==> src/rtl/instruction_fetch_unit.sv <==
// MIPS fetch stage: PC register, next-PC select (JR > J > branch > stall > +4), IF/ID register.
// One fetch per cycle, word at PC lands in IF/ID next edge; optional counters under FETCH_PERF_CNT_EN.
module instruction_fetch_unit #(
  parameter int                    DATA_WIDTH   = 32,
  parameter int                    MEMORY_DEPTH = 32,
  parameter logic [DATA_WIDTH-1:0] RESET_PC     = '0
) (
  input  logic                  clk,
  input  logic                  reset,
  input  logic [DATA_WIDTH-1:0] Instruction,
  input  logic                  Stall,
  input  logic                  Flush,
  input  logic                  BranchTaken,
  input  logic [DATA_WIDTH-1:0] BranchTarget,
  input  logic                  Jump,
  input  logic [DATA_WIDTH-1:0] JumpTarget,
  input  logic                  JumpRegister,
  input  logic [DATA_WIDTH-1:0] JRTarget,
  output logic [DATA_WIDTH-1:0] PC,
  output logic [DATA_WIDTH-1:0] IFID_Instruction,
  output logic [DATA_WIDTH-1:0] IFID_PCPlus4,
  output logic                  IFID_Valid,
  output logic                  MisalignedTarget,
`ifdef FETCH_PERF_CNT_EN
  output logic [31:0]           FetchCount,
  output logic [31:0]           StallCount,
  output logic [31:0]           FlushCount,
`endif
  output logic                  PCOutOfRange
);

  localparam logic [DATA_WIDTH-1:0] PC_LIMIT = DATA_WIDTH'(MEMORY_DEPTH * 4);

  logic [DATA_WIDTH-1:0] pc_q, pc_d;
  logic [DATA_WIDTH-1:0] ifid_instr_q, ifid_instr_d;
  logic [DATA_WIDTH-1:0] ifid_pcp4_q, ifid_pcp4_d;
  logic                  ifid_valid_q, ifid_valid_d;
  logic                  misaligned_q, misaligned_d;
  logic                  redirect, bubble, load_valid;
  logic [DATA_WIDTH-1:0] raw_target, pc_plus4;

  always_comb begin
    redirect   = JumpRegister | Jump | BranchTaken;
    bubble     = redirect | Flush;
    load_valid = ~bubble & ~Stall;
    pc_plus4   = pc_q + DATA_WIDTH'(4);

    raw_target = BranchTarget;
    if (JumpRegister) raw_target = JRTarget;
    else if (Jump)    raw_target = JumpTarget;

    // Redirect wins over Stall; Flush alone never stops the PC.
    if (redirect)   pc_d = {raw_target[DATA_WIDTH-1:2], 2'b00};
    else if (Stall) pc_d = pc_q;
    else            pc_d = pc_plus4;
    misaligned_d = redirect & (|raw_target[1:0]);

    ifid_instr_d = ifid_instr_q;
    ifid_pcp4_d  = ifid_pcp4_q;
    ifid_valid_d = ifid_valid_q;
    if (bubble) begin
      ifid_instr_d = '0;
      ifid_valid_d = 1'b0;
    end else if (!Stall) begin
      ifid_instr_d = Instruction;
      ifid_pcp4_d  = pc_plus4;
      ifid_valid_d = 1'b1;
    end
  end

`ifdef FETCH_PERF_CNT_EN
  logic [31:0] fetch_cnt_q, fetch_cnt_d;
  logic [31:0] stall_cnt_q, stall_cnt_d;
  logic [31:0] flush_cnt_q, flush_cnt_d;

  always_comb begin
    fetch_cnt_d = fetch_cnt_q;
    stall_cnt_d = stall_cnt_q;
    flush_cnt_d = flush_cnt_q;
    if (load_valid && fetch_cnt_q != '1)           fetch_cnt_d = fetch_cnt_q + 32'd1;
    if (Stall && !redirect && stall_cnt_q != '1)   stall_cnt_d = stall_cnt_q + 32'd1;
    if (bubble && flush_cnt_q != '1)               flush_cnt_d = flush_cnt_q + 32'd1;
  end

  assign FetchCount = fetch_cnt_q;
  assign StallCount = stall_cnt_q;
  assign FlushCount = flush_cnt_q;
`endif

  always_ff @(posedge clk) begin
    if (reset) begin
      pc_q         <= RESET_PC;
      ifid_instr_q <= '0;
      ifid_pcp4_q  <= '0;
      ifid_valid_q <= 1'b0;
      misaligned_q <= 1'b0;
`ifdef FETCH_PERF_CNT_EN
      fetch_cnt_q  <= '0;
      stall_cnt_q  <= '0;
      flush_cnt_q  <= '0;
`endif
    end else begin
      pc_q         <= pc_d;
      ifid_instr_q <= ifid_instr_d;
      ifid_pcp4_q  <= ifid_pcp4_d;
      ifid_valid_q <= ifid_valid_d;
      misaligned_q <= misaligned_d;
`ifdef FETCH_PERF_CNT_EN
      fetch_cnt_q  <= fetch_cnt_d;
      stall_cnt_q  <= stall_cnt_d;
      flush_cnt_q  <= flush_cnt_d;
`endif
    end
  end

  assign PC               = pc_q;
  assign IFID_Instruction = ifid_instr_q;
  assign IFID_PCPlus4     = ifid_pcp4_q;
  assign IFID_Valid       = ifid_valid_q;
  assign MisalignedTarget = misaligned_q;
  assign PCOutOfRange     = (pc_q >= PC_LIMIT);

endmodule

==> config.mk <==
export PLATFORM = sky130hd
export DESIGN_NAME = instruction_fetch_unit
export DESIGN_NICKNAME = d
export VERILOG_FILES = /design/src/rtl/instruction_fetch_unit.sv
export SDC_FILE = /design/constraint.sdc
export NUM_CORES = 1
export LEC_CHECK = 0
export CELL_PAD_IN_SITES_DETAIL_PLACEMENT = 0
export CELL_PAD_IN_SITES_GLOBAL_PLACEMENT = 2
export CORE_MARGIN = 5
export CORE_UTILIZATION = 37
export DETAILED_ROUTE_END_ITERATION = 8
export DONT_BUFFER_PORTS = 1
export PLACE_DENSITY = 0.94
export REMOVE_ABC_BUFFERS = 1
export SLEW_MARGIN = 15
export SYNTH_ARGS = -nofsm -noshare
export SYNTH_HDL_FRONTEND = slang
export SYNTH_SLANG_ARGS = --single-unit
==> constraint.sdc <==
create_clock -name clk -period 3.09 [get_ports clk]
set_input_delay 0.309 -clock clk [delete_from_list [all_inputs] [get_ports clk]]
set_output_delay 0.309 -clock clk [all_outputs]
set_load 0.02 [all_outputs]
==> summary.md <==
| Metric | Value |
|---|---|
| CTS tree | `done` |
| DRC Markers | `0` |
| CP required | `around 2.8 ns` |
| Initial Util | `a little under two fifths` |
| IO Count | `234` |
| Drt via density | `roughly 6` |
| Fraction of registers with async set/reset | `0%` |
| ANT cells | `0` |
| WS Path Type | `register to output pin` |
| Setup violators final | `0` |
| Fraction of layout cells with a size suffix above 1 | `8.46%` |
| CP bufs+invs | `0` |
| Number of global-route vias before repair | `approximately 4700` |
| CP max-delay cell | `or4_1` |
| WL final | `~18 mm` |
| Sequential area share after synthesis | `36.0%` |
| Startpoint Class | `register` |
| Cell area after synthesis | `between 5000 and 6000 sq um` |
| Die Wd | `129 um` |
| RSZ-0062 raised after global routing | `no` |
| Setup TNS Final | `0 ns` |
| Worst Max-Slew Pin Slew | `1.00 ns` |
| TritonCTS Sinks | `94` |
| Final Net Count | `around 750` |
| CTS H-Tree Depth | `3` |
| 1st-pass router iterations | `4` |
| Clock-pin slew on the worst setup and hold paths | `0.07 ns` |
| Dpl hpwl | `approximately 13 mm` |
| Final Hold Viols | `0` |
| Worst skew pair latency | `0.35 ns` |
| Cell area power density | `roughly 500 nW/um^2` |
| FMAX | `0.393 GHz` |
| Clock skew | `0.00694 ns` |
| Crit path DAT | `around 2.2 ns` |
| Ys Warns | `0` |
| Core Box Area | `13900 sq um` |
| Max incr delay on CP | `roughly 0.6 ns` |
| Max-Cap Viols | `0` |
| Number of gates resized after CTS | `0` |
| Leakage | `roughly 1.9 nW` |
| Via count | `around 4800` |
| Worst hold path type | `input port to register` |
| CTS buffer count | `9` |
| Mapped Avg Cell Area | `between 8 and 9 sq um` |
| First-pass GRT wire length | `~27 mm` |
| Port Buffers | `0` |
| Crit path max fanout | `5` |
| Crit share post-route | `82.4%` |
| Setup crit end kind | `output pin` |
| Worst-path cell chain | `or4_1 -> nor4_1 -> nand4_1` |
| DP Cell Count | `between 700 and 800` |
| Final std cells w/o fill | `between 700 and 800` |
| Root buffer cell | `clkbuf_16` |
| # fillers | `1407` |
| GP Congestion | `a little under 0.9` |
| GRT Total Usage | `20.7%` |
| Yosys reg bits | `94` |
| Largest net degree at the start of global routing | `62` |
| Outcome | `finished, final reports clean` |
| Post-CTS setup buffers | `0` |
| Final Slew Violations | `0` |
| Final worst path period need | `approximately 2.5 ns` |
| Final worst slack | `0.545 ns` |
| Number of antenna-violating nets in the routed design | `0` |
| Hold Buf Count CTS | `0` |
| Dpl ws | `around 0.60 ns` |
| CTS max path bufs | `2` |
| CP delay by family, top | `simple AND/OR/NAND/NOR gates` |
| Die boundary height | `between 100 and 150 um` |
| Total power | `~2.8 mW` |
| WL/cell | `~23 um` |
| Post-synth EDFFs | `0` |
| Mapped Cells | `641` |
| Max_slew headroom | `33.2%` |
| Iter 0 DRT Violations | `347` |
| Prevailing post-synth register cell | `dfxtp_1` |
| Initial antenna violation count | `0` |
| VDD IR max | `between 0.2 and 0.25 mV` |
| Syn-to-layout area delta | `7.50%` |
| Yosys cell types | `60` |
| Die footprint | `16600 sq um` |
| Row count | `43` |
| Grt total ovfl | `0` |
## per-stage QoR
step / cell area, sq um / hold WS, ns / utilization [%]
finish: 5610 / 0.0248 / 40.4
global route: 5610 / 0.00544 / 40.4
CTS: 5610 / 0.00561 / 40.4
detailed placement: 5330 / 0.387 / 38.4
global placement: 5330 / 0.385 / 38.4
floorplan: 4960 / 0.374 / -
## worst reg2reg max path, delay by kind of cell (launching register included)
family	cells	cell delay (ns)
compound gates	1	0.23
flops	1	0.58
simple gates	3	1.25
mux	1	0.39
## cells by family (layout without fill, tap and decap cells)
| group | Yosys count | in the layout | share of synthesized area [%] |
|---|---|---|---|
| flops | 94 | 94 | 36.0 |
| other cells | 1 | 4 | 0.0718 |
| xor+xnor | 27 | 27 | 4.53 |
| buf+inv | 82 | 53 | 6.68 |
| compound gates | 166 | 166 | 21.9 |
| simple gates | 233 | 233 | 23.4 |
| fa+ha+maj | 2 | 2 | 0.479 |
| mux | 36 | 36 | 6.92 |
## layout by cell type, fill, tap and decap left out, types with 5 or more instances in the layout
cell type  netlist  final
nor4_1          14     14
a22oi_1         10     10
and4_1           9      9
nor2_1          79     79
nor3b_1         13     13
xor2_1          10     10
xnor2_1         17     17
a221o_1         10     10
o21ai_0         36     36
mux2i_1         35     35
a31oi_1         14     14
nor3_1          16     14
nand3_1         19     19
o22ai_1          6      6
buf_4            5     17
clkbuf_16        0      9
clkinv_2         0      5
nand4_1         12     12
dfxtp_1         94     94
a211oi_1        30     30
nand2_1         40     40
a21oi_1         26     26
inv_1           20     20
## routing by layer
layer	GRT usage, %	up-vias	share of wire, %
met5	0	-	0
met3	9.05	26	12
li1	-	2284	-
met1	24.7	2236	40
met2	33.2	236	46
met4	7.66	0	1.8
## Yosys cell counts, types with 3 or more instances
library cell / n / area (sq um)
a221oi_1: 4 / 35.0
xor2_1: 10 / 87.6
a211oi_1: 30 / 225
o31ai_1: 3 / 22.5
dfxtp_1: 94 / 1880
nor3_1: 16 / 80.1
and3_1: 4 / 25.0
buf_1: 3 / 11.3
o211ai_1: 4 / 30.0
nand2_1: 40 / 150
o221ai_1: 3 / 26.3
nor3b_1: 13 / 97.6
clkbuf_2: 4 / 20.0
nor4_1: 14 / 87.6
nand4_1: 12 / 75.1
nor2_1: 79 / 297
clkbuf_1: 36 / 135
buf_2: 14 / 70.1
a221o_1: 10 / 100
and4_1: 9 / 78.8
nand3_1: 19 / 95.1
xnor2_1: 17 / 149
nand2b_1: 3 / 18.8
a31oi_1: 14 / 87.6
mux2i_1: 35 / 350
buf_4: 5 / 37.5
nor2b_1: 5 / 31.3
o32ai_1: 4 / 35.0
or3_1: 4 / 25.0
inv_1: 20 / 75.1
a21oi_1: 26 / 130
o21ai_0: 36 / 180
o22ai_1: 6 / 37.5
a22oi_1: 10 / 75.1
## power by group
group	total [mW]	internal, mW	switching (mW)
clock network	1.12	0.624	0.500
logic	0.315	0.137	0.178
registers	1.36	1.25	0.107
## final cells by class
cell class	count	area, sq um	share of cell area [%]
Multi-Input combinational cell	468	3020	53.7
Tap cell	180	225	4.01
Clock buffer	9	225	4.01
Timing Repair Buffer	17	128	2.27
Sequential cell	94	1880	33.5
Clock inverter	7	63.8	1.14
Inverter	20	75.1	1.34
## flip-flops by register name, summed over array words and instances (netlist names)
name	cells
IFID_Instruction	32
IFID_PCPlus4	30
PC	30
IFID_Valid	1
MisalignedTarget	1
## final timing paths
check                           startpoint               end  slack (ns)  cells past startpoint
worst max-delay path                PC[31]      PCOutOfRange        0.55                      3
worst min-delay path                 reset  IFID_PCPlus4[22]        0.02                      1
worst max register to register       PC[6]            PC[30]        0.56                      5
worst min register to register  IFID_Valid        IFID_Valid        0.56                      2
No activity file was read; power rests on OpenSTA's default activity.
